--- config.mk ---
export PLATFORM = sky130hd
export DESIGN_NAME = nic_eject_sink
export DESIGN_NICKNAME = d
export VERILOG_FILES = /design/src/rtl/nic_eject_sink.sv
export SDC_FILE = /design/constraint.sdc
export NUM_CORES = 1
export LEC_CHECK = 0
export BUFFER_PORTS_ARGS = -buffer_cell sky130_fd_sc_hd__buf_2
export CORE_ASPECT_RATIO = 1.75
export CORE_UTILIZATION = 40
export CTS_BUF_LIST = sky130_fd_sc_hd__clkbuf_16
export DETAILED_ROUTE_END_ITERATION = 12
export PLACE_DENSITY = 0.63
export SKIP_LAST_GASP = 1
export SYNTH_ARGS = -nofsm -noshare
export SYNTH_HDL_FRONTEND = slang
export SYNTH_SLANG_ARGS = --single-unit
--- constraint.sdc ---
create_clock -name clk -period 7.3 [get_ports clk]
set_clock_uncertainty 0.15 [all_clocks]
set_input_delay 0.73 -clock clk [delete_from_list [all_inputs] [get_ports clk]]
set_output_delay 0.73 -clock clk [all_outputs]
set_load 0.02 [all_outputs]
--- src/rtl/nic_eject_sink.sv ---
// Network-interface receive endpoint: buffers ejected flits in a small FWFT FIFO for the host,
// checks each flit's destination and keeps sticky error flags plus saturating statistics.
`ifndef FLIT_DATA_WIDTH
`define FLIT_DATA_WIDTH 32
`endif

module nic_eject_sink #(
  parameter int NUM_ROUTERS    = 25,
  parameter int ROUTER_ID_BITS = $clog2(NUM_ROUTERS),
  parameter int ROUTER_ID      = 0,
  parameter int FIFO_DEPTH     = 4,
  parameter int CNT_W          = 16
) (
  input  logic                          clk,
  input  logic                          reset,
  input  logic                          nic_input_valid,
  input  logic [`FLIT_DATA_WIDTH-1:0]   nic_input_data,
  output logic                          host_valid,
  output logic [`FLIT_DATA_WIDTH-1:0]   host_data,
  input  logic                          host_ready,
  output logic [$clog2(FIFO_DEPTH):0]   fifo_count,
  output logic [CNT_W-1:0]              rx_count,
  output logic [CNT_W-1:0]              drop_count,
  output logic                          misroute_err,
  output logic [ROUTER_ID_BITS-1:0]     misroute_dest,
  output logic                          overflow_err,
  input  logic                          clear_err
);

  localparam int DW = `FLIT_DATA_WIDTH;
  localparam int PW = $clog2(FIFO_DEPTH);
  localparam int CW = PW + 1;
  localparam logic [ROUTER_ID_BITS-1:0] OWN_ID  = ROUTER_ID_BITS'(ROUTER_ID);
  localparam logic [CW-1:0]             DEPTH_C = CW'(FIFO_DEPTH);

  typedef enum logic [0:0] {
    CAP_IDLE     = 1'b0,
    CAP_CAPTURED = 1'b1
  } cap_state_e;

  logic [DW-1:0]             mem_r [FIFO_DEPTH];
  logic [PW-1:0]             wr_ptr_r, rd_ptr_r;
  logic [CW-1:0]             count_r;
  logic                      host_valid_r;
  logic [DW-1:0]             host_data_r;
  logic [CNT_W-1:0]          rx_count_r, drop_count_r;
  logic                      misroute_err_r, overflow_err_r;
  logic [ROUTER_ID_BITS-1:0] misroute_dest_r;
  cap_state_e                cap_state_r, cap_state_s;

  logic                      pop_s, push_acc_s, drop_s, misroute_s, capture_s;
  logic [ROUTER_ID_BITS-1:0] dest_s;
  logic [PW-1:0]             rd_ptr_nxt_s;
  logic [CW-1:0]             count_nxt_s;
  logic [DW-1:0]             head_nxt_s;

  // Accept/drop decision, next occupancy and the head flit to present after this edge
  always_comb begin
    pop_s        = host_valid_r & host_ready;
    push_acc_s   = nic_input_valid & ((count_r < DEPTH_C) | pop_s);
    drop_s       = nic_input_valid & ~push_acc_s;
    dest_s       = nic_input_data[DW-1 -: ROUTER_ID_BITS];
    misroute_s   = nic_input_valid & (dest_s != OWN_ID);
    rd_ptr_nxt_s = rd_ptr_r;
    count_nxt_s  = count_r;
    head_nxt_s   = {DW{1'b0}};
    if (pop_s) begin
      rd_ptr_nxt_s = rd_ptr_r + PW'(1);
    end else begin
      rd_ptr_nxt_s = rd_ptr_r;
    end
    case ({push_acc_s, pop_s})
      2'b10:   count_nxt_s = count_r + CW'(1);
      2'b01:   count_nxt_s = count_r - CW'(1);
      default: count_nxt_s = count_r;
    endcase
    // The incoming flit becomes head when it lands in the slot the read pointer moves to.
    if (count_nxt_s == {CW{1'b0}}) begin
      head_nxt_s = {DW{1'b0}};
    end else if (push_acc_s && (wr_ptr_r == rd_ptr_nxt_s)) begin
      head_nxt_s = nic_input_data;
    end else begin
      head_nxt_s = mem_r[rd_ptr_nxt_s];
    end
  end

  // Misroute capture FSM: next state and capture strobe
  always_comb begin
    cap_state_s = cap_state_r;
    capture_s   = 1'b0;
    if (clear_err) begin
      cap_state_s = CAP_IDLE;
    end else begin
      case (cap_state_r)
        CAP_IDLE: begin
          if (misroute_s) begin
            cap_state_s = CAP_CAPTURED;
            capture_s   = 1'b1;
          end else begin
            cap_state_s = CAP_IDLE;
          end
        end
        CAP_CAPTURED: cap_state_s = CAP_CAPTURED;
        default:      cap_state_s = CAP_IDLE;
      endcase
    end
  end

  // FIFO storage, pointers, occupancy and registered head outputs
  always_ff @(posedge clk or posedge reset) begin
    if (reset) begin
      for (int i = 0; i < FIFO_DEPTH; i++) begin
        mem_r[i] <= {DW{1'b0}};
      end
      wr_ptr_r     <= {PW{1'b0}};
      rd_ptr_r     <= {PW{1'b0}};
      count_r      <= {CW{1'b0}};
      host_valid_r <= 1'b0;
      host_data_r  <= {DW{1'b0}};
    end else begin
      if (push_acc_s) begin
        mem_r[wr_ptr_r] <= nic_input_data;
        wr_ptr_r        <= wr_ptr_r + PW'(1);
      end
      rd_ptr_r     <= rd_ptr_nxt_s;
      count_r      <= count_nxt_s;
      host_valid_r <= (count_nxt_s != {CW{1'b0}});
      host_data_r  <= head_nxt_s;
    end
  end

  // Statistics, sticky flags and misroute capture state; clear_err overrides same-cycle events
  always_ff @(posedge clk or posedge reset) begin
    if (reset) begin
      rx_count_r      <= {CNT_W{1'b0}};
      drop_count_r    <= {CNT_W{1'b0}};
      overflow_err_r  <= 1'b0;
      misroute_err_r  <= 1'b0;
      misroute_dest_r <= {ROUTER_ID_BITS{1'b0}};
      cap_state_r     <= CAP_IDLE;
    end else begin
      cap_state_r    <= cap_state_s;
      misroute_err_r <= (cap_state_s == CAP_CAPTURED);
      if (clear_err) begin
        rx_count_r      <= {CNT_W{1'b0}};
        drop_count_r    <= {CNT_W{1'b0}};
        overflow_err_r  <= 1'b0;
        misroute_dest_r <= {ROUTER_ID_BITS{1'b0}};
      end else begin
        if (push_acc_s && (rx_count_r != {CNT_W{1'b1}})) begin
          rx_count_r <= rx_count_r + CNT_W'(1);
        end
        if (drop_s) begin
          overflow_err_r <= 1'b1;
          if (drop_count_r != {CNT_W{1'b1}}) begin
            drop_count_r <= drop_count_r + CNT_W'(1);
          end
        end
        if (capture_s) begin
          misroute_dest_r <= dest_s;
        end
      end
    end
  end

  assign host_valid    = host_valid_r;
  assign host_data     = host_data_r;
  assign fifo_count    = count_r;
  assign rx_count      = rx_count_r;
  assign drop_count    = drop_count_r;
  assign misroute_err  = misroute_err_r;
  assign misroute_dest = misroute_dest_r;
  assign overflow_err  = overflow_err_r;

endmodule

[After elaboration in Yosys (flattened, before gate mapping)]
Index checks and enable logic that the tools add are counted.
Storage, ports and cells
  flip-flop bits (word level): 207
  bits in latches: 0
  RAM bits: 0
  memory bits (read-only): 0
  input port bits: 37
  word-level logic and storage cells: 73
  memories: 0
Operators by class
  $add $sub $neg: 6
  multiply operators: 0
  div/mod/pow operators: 0
  order comparisons: 4
  equality and inequality tests: 5
  shift operators: 0
  mux-type cells: 24
  bitwise gates (word level): 9
  reduce and logical (&&, ||, !) cells: 11
Operators with widths (count)
  two-way mux 32 bit: 5
  bitwise mux 128 bit: 1
  two-way mux 16 bit: 5
  binary-select mux 32 bit (select 2 bit): 1
  demux 32 bit (select 2 bit): 1
  adder 16 x 1 -> 16 bit, second input constant: 2
  != test 16 bit, second input constant: 2
  two-way mux 5 bit: 2
  nonzero test 2 bit: 4
  greater-or-equal comparator 3 bit, second input constant: 2
  two-way mux 1 bit: 6
  NOT 2 -> 3 bit: 2
  case mux 3 bit (2 select lines): 1
  nonzero test 5 bit: 1
  adder 2 x 1 -> 2 bit, second input constant: 2
  AND 1 bit: 4
  adder 3 x 1 -> 3 bit, second input constant: 1
  logical AND 1 bit: 3
  logical NOT 3 bit: 1
  < comparator 3 x 1 -> 1 bit, second input constant: 1
  < comparator 3 bit, second input constant: 1
  nonzero test 3 bit: 1
  subtractor 3 x 1 -> 3 bit, second input constant: 1
  == test 2 x 1 -> 1 bit, second input constant: 1
  other kinds (7): 8

[Longest topological paths before layout]
Gate-level depths: netlist of run 1.
  depth in word-level cells: 8
  gate-level depth with buffers: 11

[Least setup slack after synthesis of run 1]
No wires, ideal clock.
  kind: input to register
  from: input host_ready
  to: register host_data_r[0] (netlist: host_data[0])
  library setup time: 123 ps
  data arrival time: 2733 ps
  required time: 7027 ps
  slack: 4293 ps
  stages on the path: 10
  buffers on the path: 1
  cell sequence: nand2_1 clkinv_1 ha_1 fa_1 xnor2_1 o21a_1 or2_2 o21ai_2 buf_2 o2bb2ai_1
Between the ends
  elaborated cells on any way between the ends: 16
  classes of those cells: eq/ne: 3; mux: 7; bitwise: 4; reduce/logical: 2
RTL lines
  from (decl): line 20  | input logic host_ready,
  AND 1 bit (*): line 59  | pop_s = host_valid_r & host_ready;
  OR 1 bit: line 60  | push_acc_s = nic_input_valid & ((count_r < DEPTH_C) | pop_s);
  AND 1 bit: line 60
  == test 2 x 1 -> 1 bit or == test 2 bit (tied branches): line 72  | case ({push_acc_s, pop_s})
  case mux 3 bit (2 select lines) (*): line 72
  net count_nxt_s[2]: line 54  | logic [CW-1:0] count_nxt_s;
  logical NOT 3 bit (*): line 78  | if (count_nxt_s == {CW{1'b0}}) begin
  two-way mux 32 bit (*): line 78
  net head_nxt_s[0]: line 55  | logic [DW-1:0] head_nxt_s;
  to (signal assigned): line 119  | host_data_r <= {DW{1'b0}};
  to (signal assigned): line 128  | host_data_r <= head_nxt_s;
  to (decl): line 45  | logic [DW-1:0] host_data_r;
The timed path passes the listed nets; every way through them passes the cells marked *. The select of a mux whose other input is x is not followed.
A chain may end at the register's enable or synchronous reset.

[Final worst setup path of run 1]
  from: register host_valid_r (netlist: host_valid)
  to: register host_data_r[10] (netlist: host_data[10])
Between the ends
  word-level cells in the longest chain between the ends: 8
  elaborated cells on any way between the ends: 16
  classes of those cells: eq/ne: 3; mux: 7; bitwise: 4; reduce/logical: 2
RTL lines
  from (decl): line 44  | logic host_valid_r;
  from (signal assigned): line 127  | host_valid_r <= (count_nxt_s != {CW{1'b0}});
  AND 1 bit (*): line 59
  two-way mux 2 bit: line 67  | if (pop_s) begin
  NOT 2 -> 3 bit (not written as such): line 83  | head_nxt_s = mem_r[rd_ptr_nxt_s];
  binary-select mux 32 bit (select 2 bit): line 83
  two-way mux 32 bit (not written as such) (2 in series): line 83
  two-way mux 32 bit: line 80  | end else if (push_acc_s && (wr_ptr_r == rd_ptr_nxt_s)) begin
  two-way mux 32 bit (*): line 78
  net head_nxt_s[10]: line 55
Marks and branches as above.

==> metrics.cfg, run 1 <==
[cts]
post_cts_buffers = 0
cts_buffers = 21
post_cts_resized = 0
hold_buffers = 0
ctsRootBufferMaster = clkbuf_16
cts_tree = done
htreeDepth = 1
ctsLongestPathBuffers = 3
cts.sinks = 207
clock_latency_ns = 0.50
clkSlewWorstSetupHoldPaths_ns = 0.06

[synthesis]
muxShareOfSynthArea_pct = 19.26
synth.distinct_cells = 51
synth_top_area_share_pct = 53.05
synth_nets = 874
synth-compound-area-share_pct = 11.93
ys_seq_area_share_pct = 53.05
yosysWarnings = 0
synth_top_family_by_area = multiplexers
synth_simple_gate_area_share_pct = 9.521
ys_ff_latch = 207
synth_adder_area_share_pct = 1.102
netlist_area_mm2 = 0.009764
syn_area_per_cell_um2 = 11.78
synth_edf_count = 0
yosys.area.top_type = dfrtp_1
synth-xor-area-share_pct = 2.153
syn_inst = 829
synth.area.top_cells = dfrtp_1 (53%), mux2_2 (15%), mux2i_1 (4.0%), o2bb2ai_1 (2.9%), a211oi_1 (2.8%)
synthArstFlopShare_pct = 100.0
yosys_most_used_dff = dfrtp_1

[pwr]
ir_worst_vdd_mv = 0.2379
finalPower_w = 0.004828
power.leakage_nw = 4.984
p_per_area_mw_per_mm2 = 429.6

[worst_setup_path]
cp-start-kind = flop
ff2ff_path_depth = 10
critPathMaxFanout = 32
worstSetupPathDepth = 10
cpPeakStageDelay_ns = 0.78
crit_end = host_data[10]$_DFF_PP0_
cp_cell_sequence = a21boi_1, nor2_1, inv_1, ha_1, fa_1, nor2_1, a21oi_1, nor3_1, nor2_4, o2bb2ai_1
crit_path_start = host_valid$_DFF_PP0_
worstSetupEndpointType = flop
crit_slowest_cell = nor2_4
crit_arrival_ns = 4.04
r2r-start = host_valid$_DFF_PP0_
r2r_end = host_data[10]$_DFF_PP0_
required_ns = 7.56
crit_family = simple AND/OR/NAND/NOR gates
crit_path_frequent_cell = nor2_1
criticalPathCategory = reg -> reg
reg2reg_slack_ns = 3.52
path_buf_inv = 1

[global_routing]
overflow = 0
grt_util_all_layers_pct = 19.24
grt_pass1_vias = 7172
antenna_found_initial = 2
grt_pass1_wl_um = 38360
grt_max_degree = 113

[sta]
hold_viol = 0
slew_violations = 0
fin_crit_sh_pct = 51.75
rsz0062_at_grt = no
setup_viol = 0
tightest_slew_ns = 0.9970
fmax_mhz = 264.7
totalNegativeSetupSlack_ns = 0
period_minus_slack_ns = 3.777
relSlewSlack_pct = 33.37

[routing]
wl_per_cell_um = 18.65
vias = 6836
ant_nets = 0
drc = 0
drt-initial-drc-count = 382
vias_per_cell = 5.500
totalWireLength_um = 23180
first_pass_iters = 5

[status]
status = complete, no violations

[placement]
place_congestion = 0.7544
placement.io_buffers = 111
placedCellCount = 1207
postPlaceCellArea_mm2 = 0.01059
post-dp-hpwl_um = 14600

[final_layout]
fill_cells = 2248
final_cells = 1243
syn_to_final_growth_pct = 15.08
fin_util_pct = 46.96
design_area_mm2 = 0.01124
layout.nets = 967
drive_gt1_share_pct = 32.33

[flow_run]
cap_violations = 0

[min_path]
min_path_type = in -> async

[die]
die_width_um = 120.1
ios = 112
dieArea_mm2 = 0.02506
core_mm2 = 0.02393
start_util_pct = 40.81
num_rows = 75
die_y_um = 208.7

## registers in the layout, summed over array words and instances, names as in the netlist
signal	cells
host_data	32
rd_ptr_r	2
rx_count	16
overflow_err	1
mem_r	128
fifo_count	3
cap_state_r	1
host_valid	1
drop_count	16
misroute_dest	5
wr_ptr_r	2
## cells by family (layout without fill, tap and decap cells)
family,after synthesis,after routing
and+or+nand+nor,181,181
muxes,171,171
buffers and inverters,69,174
other,0,1
adders and majority gates,8,8
xor gates and xnor gates,24,24
AOI/OAI and AO/OA,169,169
DFF,207,207
## stage by stage
stage               setup slack [ns]  hold slack [ns]
CTS                            3.472           0.2647
global route                   3.164           0.3027
finish                         3.523           0.2305
detailed placement             3.133           0.3390
floorplan                     0.7675           0.3286
global placement               3.246           0.3297
## power by group
group          total, W  internal [W]  switching, W
registers       0.00191       0.00163      0.000279
clock network   0.00103      0.000593      0.000438
logic           0.00188      0.000868       0.00102
total           0.00483       0.00310       0.00173
## layout by cell type (no fill, tap or decap), types with 3 or more instances in the layout
| cell | synthesis | routed |
|---|---|---|
| dfrtp_1 | 207 | 205 |
| mux2_2 | 131 | 131 |
| buf_2 | 26 | 111 |
| nand2_1 | 52 | 52 |
| a21oi_1 | 44 | 44 |
| mux2i_1 | 39 | 39 |
| nor2_1 | 39 | 39 |
| a211oi_1 | 37 | 37 |
| o2bb2ai_1 | 32 | 32 |
| nand2b_1 | 31 | 31 |
| o22ai_1 | 31 | 30 |
| xnor2_1 | 22 | 22 |
| clkbuf_16 | 0 | 21 |
| inv_1 | 14 | 16 |
| buf_4 | 0 | 13 |
| nand3_1 | 11 | 11 |
| nor3_1 | 10 | 10 |
| ha_1 | 7 | 7 |
| nand4_1 | 6 | 6 |
| o21ai_0 | 5 | 5 |
| and3_1 | 5 | 5 |
| nor4_1 | 5 | 5 |
| clkinv_1 | 1 | 4 |
| clkinv_2 | 0 | 4 |
| and4_1 | 3 | 3 |
| a31oi_1 | 3 | 3 |
| a2111oi_0 | 3 | 3 |
| nor2b_1 | 3 | 3 |
| a21bo_2 | 3 | 3 |
## cell type report
| cell class | instances | area, um^2 | area share (%) |
|---|---|---|---|
| Clock buffer | 21 | 525.5 | 4.677 |
| Tap cell | 308 | 385.4 | 3.429 |
| Multi-Input combinational cell | 553 | 4304 | 38.30 |
| Clock inverter | 14 | 120.1 | 1.069 |
| Antenna cell | 1 | 2.502 | 0.02227 |
| Inverter | 15 | 63.81 | 0.5679 |
| Timing Repair Buffer | 124 | 653.1 | 5.812 |
| Sequential cell | 207 | 5182 | 46.12 |
## synth_stat cells, types with 22 or more instances
library cell / n
nand2b_1: 31
nor2_1: 39
o22ai_1: 31
a211oi_1: 37
nand2_1: 52
buf_2: 26
o2bb2ai_1: 32
dfrtp_1: 207
clkbuf_1: 27
a21oi_1: 44
xnor2_1: 22
mux2i_1: 39
mux2_2: 131
## per-layer routing
layer  global-route usage, %  vias to the layer above  routed length (um)
li1                        -                     3193                   -
met3                   2.429                       40                 828
met1                   22.86                     3477                9266
met2                   35.24                      124               12540
met4                   6.379                        2                 538
met5                       0                        -                   8
## worst min path at each step
stage / from / endpoint / slack [ns] / depth (start not counted)
2_1_floorplan: mem_r[94]$_DFFE_PP0P_ / mem_r[94]$_DFFE_PP0P_ / 0.33 / 1
3_3_place_gp: overflow_err$_DFFE_PP0P_ / overflow_err$_DFFE_PP0P_ / 0.33 / 2
3_5_place_dp: overflow_err$_DFFE_PP0P_ / overflow_err$_DFFE_PP0P_ / 0.34 / 2
4_1_cts: reset / mem_r[6]$_DFFE_PP0P_ / 0.26 / 2
5_1_grt: reset / mem_r[75]$_DFFE_PP0P_ / 0.30 / 2
6_report: reset / mem_r[70]$_DFFE_PP0P_ / 0.23 / 2
No activity file was read; power rests on OpenSTA's default activity.
==> run 2: changes to the inputs <==
ABC_AREA = 1   (was default)
clock period = 3.5 ns   (was 7.3 ns; I/O delays follow)
==> run 2 against run 1 <==
  * Setup slack lost 2.8 ns
  * Flip-flop and latch count is the same
  * Total power grew 120%
  * Hold slack lost 0.21 ns
  * Clock power grew 120%
  * Routed wire length grew 13%
  * Register-to-register slack lost 2.8 ns
  * Synthesized cell count grew 60%
  * Largest cell class unchanged
  * Largest power group is now combinational cells
==> metrics.cfg, run 2 <==
[synthesis]
yosys-top-cells-count = nand2_1 (402), dfrtp_1 (207), o21ai_0 (136), nand3_1 (131), inv_1 (130)
synth.area.top_cells = dfrtp_1 (50%), nand2_1 (15%), o21ai_0 (6.6%), nand3_1 (6.3%), inv_1 (4.7%)
syn_inst = 1327
yosys_most_used_dff = dfrtp_1
synth.distinct_cells = 30
syn_area_per_cell_um2 = 7.786
synth_nets = 1372
netlist_area_mm2 = 0.01033
synthArstFlopShare_pct = 100.0
ys_ff_latch = 207
synth_top_area_share_pct = 50.13
yosys.area.top_type = dfrtp_1
ys_seq_area_share_pct = 50.13
synth_edf_count = 0
synth.most_common_cell = nand2_1
yosysWarnings = 0

[worst_setup_path]
reg2reg_slack_ns = 0.75
critPathMaxFanout = 33
criticalPathCategory = reg -> reg
r2r-start = host_valid$_DFF_PP0_
ff2ff_path_depth = 12
cp-start-kind = flop
worstSetupEndpointType = flop
required_ns = 3.78
crit_arrival_ns = 3.03
r2r_end = host_data[1]$_DFF_PP0_

[min_path]
min_path_cells = 3
min_path_type = in -> reg
worstHoldStart = nic_input_data[6]
min_to = mem_r[6]$_DFFE_PP0P_

[routing]
ant_nets = 0
first_pass_iters = 5
drt-initial-drc-count = 617
totalWireLength_um = 26240
vias = 8813
drc = 0
wl_per_cell_um = 15.00
vias_per_cell = 5.039

[placement]
place_congestion = 0.8533
post-dp-hpwl_um = 16290
placement.io_buffers = 111

[die]
die_y_um = 214.6
num_rows = 77
start_util_pct = 40.78
ios = 112
dieArea_mm2 = 0.02650
die_width_um = 123.5
core_mm2 = 0.02534

[cts]
cts.sinks = 207
cts_tree = done
cts_buffers = 22
clock_latency_ns = 0.51
post_cts_buffers = 0
htreeDepth = 1
clkSlewWorstSetupHoldPaths_ns = 0.07
ctsLongestPathBuffers = 3
ctsRootBufferMaster = clkbuf_16

[global_routing]
grt_pass1_wl_um = 44260
grt_util_all_layers_pct = 21.05
overflow = 0
grt_max_degree = 71
antenna_found_initial = 0
grt_pass1_vias = 8774

[final_layout]
regMostFlops = mem_r
final_cell_mix = nand2_1 (399), dfrtp_1 (207), o21ai_0 (136), inv_1 (130), nand3_1 (130)
layout.nets = 1462
n_antenna_cell = 0
syn_to_final_growth_pct = 15.13
largest_register_ffs = 128
drive_gt1_share_pct = 13.12
final_common_cell = nand2_1

[sta]
fin_crit_sh_pct = 78.54
slew_violations = 0
period_minus_slack_ns = 2.749
hold_viol = 0
totalNegativeSetupSlack_ns = 0
tightest_slew_ns = 0.7671
fmax_mhz = 363.8
rsz0062_at_grt = no
setup_viol = 0
relSlewSlack_pct = 48.78
hold_slack_ns = 0.02157

[pwr]
ir_worst_vdd_mv = 0.6212
power.leakage_nw = 6.238
p_per_area_mw_per_mm2 = 881.9

[flow_run]
cap_violations = 0

[status]
status = complete, no violations

-- run 2: critical path, cell delays in order, from the launching register on --
cell,delay [ns]
dfrtp_1,0.38
nand2_1,0.13
nand2_2,0.11
nand2_4,0.08
ha_1,0.25
fa_1,0.50
inv_1,0.04
o21ai_0,0.21
nor2_1,0.08
nand3_1,0.08
buf_4,0.43
nand2_1,0.11
nor2_1,0.11
-- run 2: worst max path at each step --
stage,startpoint,end,slack (ns),cells after the start
after CTS,host_valid$_DFF_PP0_,host_data[1]$_DFF_PP0_,0.73,12
after global placement,host_ready,host_data[1]$_DFF_PP0_,0.81,13
after floorplan,reset,cap_state_r$_DFF_PP0_,0.31,1
after global routing,host_valid$_DFF_PP0_,host_data[1]$_DFF_PP0_,0.54,12
after detailed placement,host_ready,host_data[0]$_DFF_PP0_,0.72,13
final,host_valid$_DFF_PP0_,host_data[1]$_DFF_PP0_,0.75,12
-- run 2: layer usage --
metal	share of wire, %	track usage, %	vias up
met5	0	0	-
met4	3.3	8.916	0
met3	5.3	3.085	56
met2	51	36.26	214
met1	40	25.70	4154
li1	-	-	4389
-- run 2: kinds of logic after synthesis --
group           Yosys count  share of synthesized area (%)
simple gates            743                          32.09
flops                   207                          50.13
buf+inv                 204                          8.101
compound gates          152                          7.532
xor+xnor                 13                          1.102
fa+ha+maj                 8                          1.041
-- run 2: stage by stage --
stage	util [%]	power, W	instance area (um^2)	std cells	setup slack [ns]
after CTS	46.95	0.01060	11900	1749	0.7344
after global routing	46.95	0.01142	11900	1749	0.5355
final	46.95	0.01049	11900	1749	0.7511
after global placement	43.98	0.008204	11140	1702	0.8050
after detailed placement	43.98	0.008322	11140	1702	0.7202
after floorplan	-	0.007109	10340	1327	0.3138
-- run 2: area by class of cell --
cell class / instances / area, um^2
Inverter: 133 / 505.5
Clock inverter: 17 / 105.1
Clock buffer: 23 / 575.6
Timing Repair Buffer: 137 / 805.8
Tap cell: 316 / 395.4
Sequential cell: 207 / 5180
Fill cell: 2574 / 13440
Multi-Input combinational cell: 916 / 4328
-- run 2: power breakdown --
| group | total, W | internal, W | switching (W) |
|---|---|---|---|
| combinational | 0.00450 | 0.00156 | 0.00294 |
| sequential | 0.00376 | 0.00333 | 0.000434 |
| clock | 0.00223 | 0.00126 | 0.000964 |
| total | 0.0105 | 0.00615 | 0.00434 |
-- run 2: what timing repair did --
action	in CTS	in global routing
hold buffers	7	0
endpoints found under the hold margin	34	0
gates resized for setup	0	0
==> run 3: changes to the inputs <==
ABC_AREA = 0   (was 1)
clock period = 2.87 ns   (was 3.5 ns; I/O delays follow)
==> run 3 against run 2 <==
  * Sequential power up 28%
  * Combinational power up 25%
  * First-iteration DRC count down 40%
  * Fmax down 2.7%
  * Non-clock buffer count up 54
  * Critical path depth down 1
  * Hold slack better by 0.077 ns
  * Flip-flop and latch count unchanged
  * Global-route usage down 1.4 points
  * Core utilization up 3.2 points
  * Critical path type unchanged
==> metrics.cfg, run 3 (synthesized netlist as in run 1, its figures left out) <==
[sta]
setup_viol = 0
slew_violations = 0
fin_ws_ns = 0.04419
period_minus_slack_ns = 2.826
tightest_slew_ns = 0.6354
hold_viol = 0
relSlewSlack_pct = 57.55
fmax_mhz = 353.9
rsz0062_at_grt = yes
fin_crit_sh_pct = 98.46

[final_layout]
syn_to_final_growth_pct = 22.92
drive_gt1_share_pct = 34.50
final_cell_mix = dfrtp_1 (205), mux2_2 (131), buf_2 (111), nand2_1 (48), a21oi_1 (44)
largest_register_ffs = 128
layout.nets = 1034
final_common_cell = dfrtp_1
design_area_mm2 = 0.01200
regMostFlops = mem_r
fill_cells = 2158
multi_input_area_mm2 = 0.004398
seqCellArea_mm2 = 0.005182
n_antenna_cell = 0
fin_util_pct = 50.16

[placement]
preCtsSetupSlack_ns = -0.2129
placement.io_buffers = 111
postPlaceCellArea_mm2 = 0.01090
post-dp-hpwl_um = 15510
place_congestion = 0.7890

[routing]
drc = 0
totalWireLength_um = 24760
ant_nets = 0
vias_per_cell = 5.411
first_pass_iters = 4
wl_per_cell_um = 18.93
vias = 7078
drt-initial-drc-count = 373

[cts]
cts_buffers = 20
ctsLongestPathBuffers = 3
clock_latency_ns = 0.49
ctsRootBufferMaster = clkbuf_16
cts.sinks = 207
clkSlewWorstSetupHoldPaths_ns = 0.07
htreeDepth = 1
cts_tree = done

[global_routing]
grt_max_degree = 69
grt_util_all_layers_pct = 19.68
overflow = 0
grt_pass1_wl_um = 39280
antenna_found_initial = 0
grt_pass1_vias = 7323

[min_path]
min_path_type = in -> reg
min_path_cells = 4

[worst_setup_path]
criticalPathCategory = reg -> reg
crit_arrival_ns = 3.04
ff2ff_path_depth = 11
required_ns = 3.08
critPathMaxFanout = 8
cp-start-kind = flop
worstSetupEndpointType = flop

[die]
die_width_um = 120.1
start_util_pct = 40.81
num_rows = 75
core_mm2 = 0.02393
dieArea_mm2 = 0.02506
die_y_um = 208.7
ios = 112

[pwr]
power.leakage_nw = 5.341
p_per_area_mw_per_mm2 = 1075
ir_worst_vdd_mv = 0.4884

[status]
status = complete, no violations

[flow_run]
cap_violations = 0

-- run 3: routing by layer --
metal / share of wire [%] / track usage, %
met3: 3.4 / 2.293
met2: 54 / 37.46
met5: 0 / 0
met4: 1.4 / 4.138
met1: 41 / 23.21
-- run 3: final timing paths --
kind                                    startpoint                  endpoint  slack, ns
hold reg to reg              mem_r[90]$_DFFE_PP0P_     mem_r[90]$_DFFE_PP0P_       0.35
hold / removal                     nic_input_valid  overflow_err$_DFFE_PP0P_        0.1
setup / recovery           fifo_count[2]$_DFF_PP0_   host_data[13]$_DFF_PP0_       0.04
max in group asynchronous                    reset      mem_r[6]$_DFFE_PP0P_       1.58
setup reg to reg           fifo_count[2]$_DFF_PP0_   host_data[13]$_DFF_PP0_       0.04
min in group asynchronous                    reset   host_data[28]$_DFF_PP0_       0.29
-- run 3: where the power goes --
| part | internal (W) | switching, W |
|---|---|---|
| sequential | 0.00416 | 0.000650 |
| clock | 0.00140 | 0.00107 |
| combinational | 0.00269 | 0.00293 |
| total | 0.00825 | 0.00466 |
-- run 3: cell type report --
type,instances,area share [%]
clock buffers,21,4.378
inverters,15,0.5004
flip-flops and latches,207,43.18
clock inverters,12,0.6150
multi-input cells,554,36.64
repair buffers,191,11.48
well taps,308,3.211
-- run 3: worst max-delay path, stage by stage (launching register included) --
cell and delay (ns):
dfrtp_1 0.38, a21boi_4 0.14, nor2_2 0.14, inv_2 0.06, ha_4 0.16, fa_2 0.37
xnor2_2 0.15, o21a_1 0.21, or2_4 0.25, o21ai_4 0.33, clkbuf_16 0.26, o2bb2ai_1 0.07
-- run 3: stage by stage --
| stage | hold slack, ns | instances | power [W] | TNS (ns) |
|---|---|---|---|---|
| 4_1_cts | 0.08531 | 1301 | 0.01263 | 0 |
| 6_report | 0.09821 | 1308 | 0.01291 | 0 |
| 3_3_place_gp | 0.2572 | 1234 | 0.009885 | -4.891 |
| 5_1_grt | 0.1125 | 1308 | 0.01373 | -0.3924 |
| 2_1_floorplan | 0.2611 | 829 | 0.008455 | -52.42 |
| 3_5_place_dp | 0.2548 | 1234 | 0.01005 | -6.425 |
-- run 3: what timing repair did --
| item | in CTS | in global routing |
|---|---|---|
| endpoints found under the setup margin | 32 | 32 |
| hold endpoints to repair | 163 | 0 |
| hold buffers | 33 | 0 |
| setup buffers | 0 | 4 |
| gates cloned | 1 | 3 |
| pin swaps | 1 | 8 |
| resized for setup | 1 | 12 |
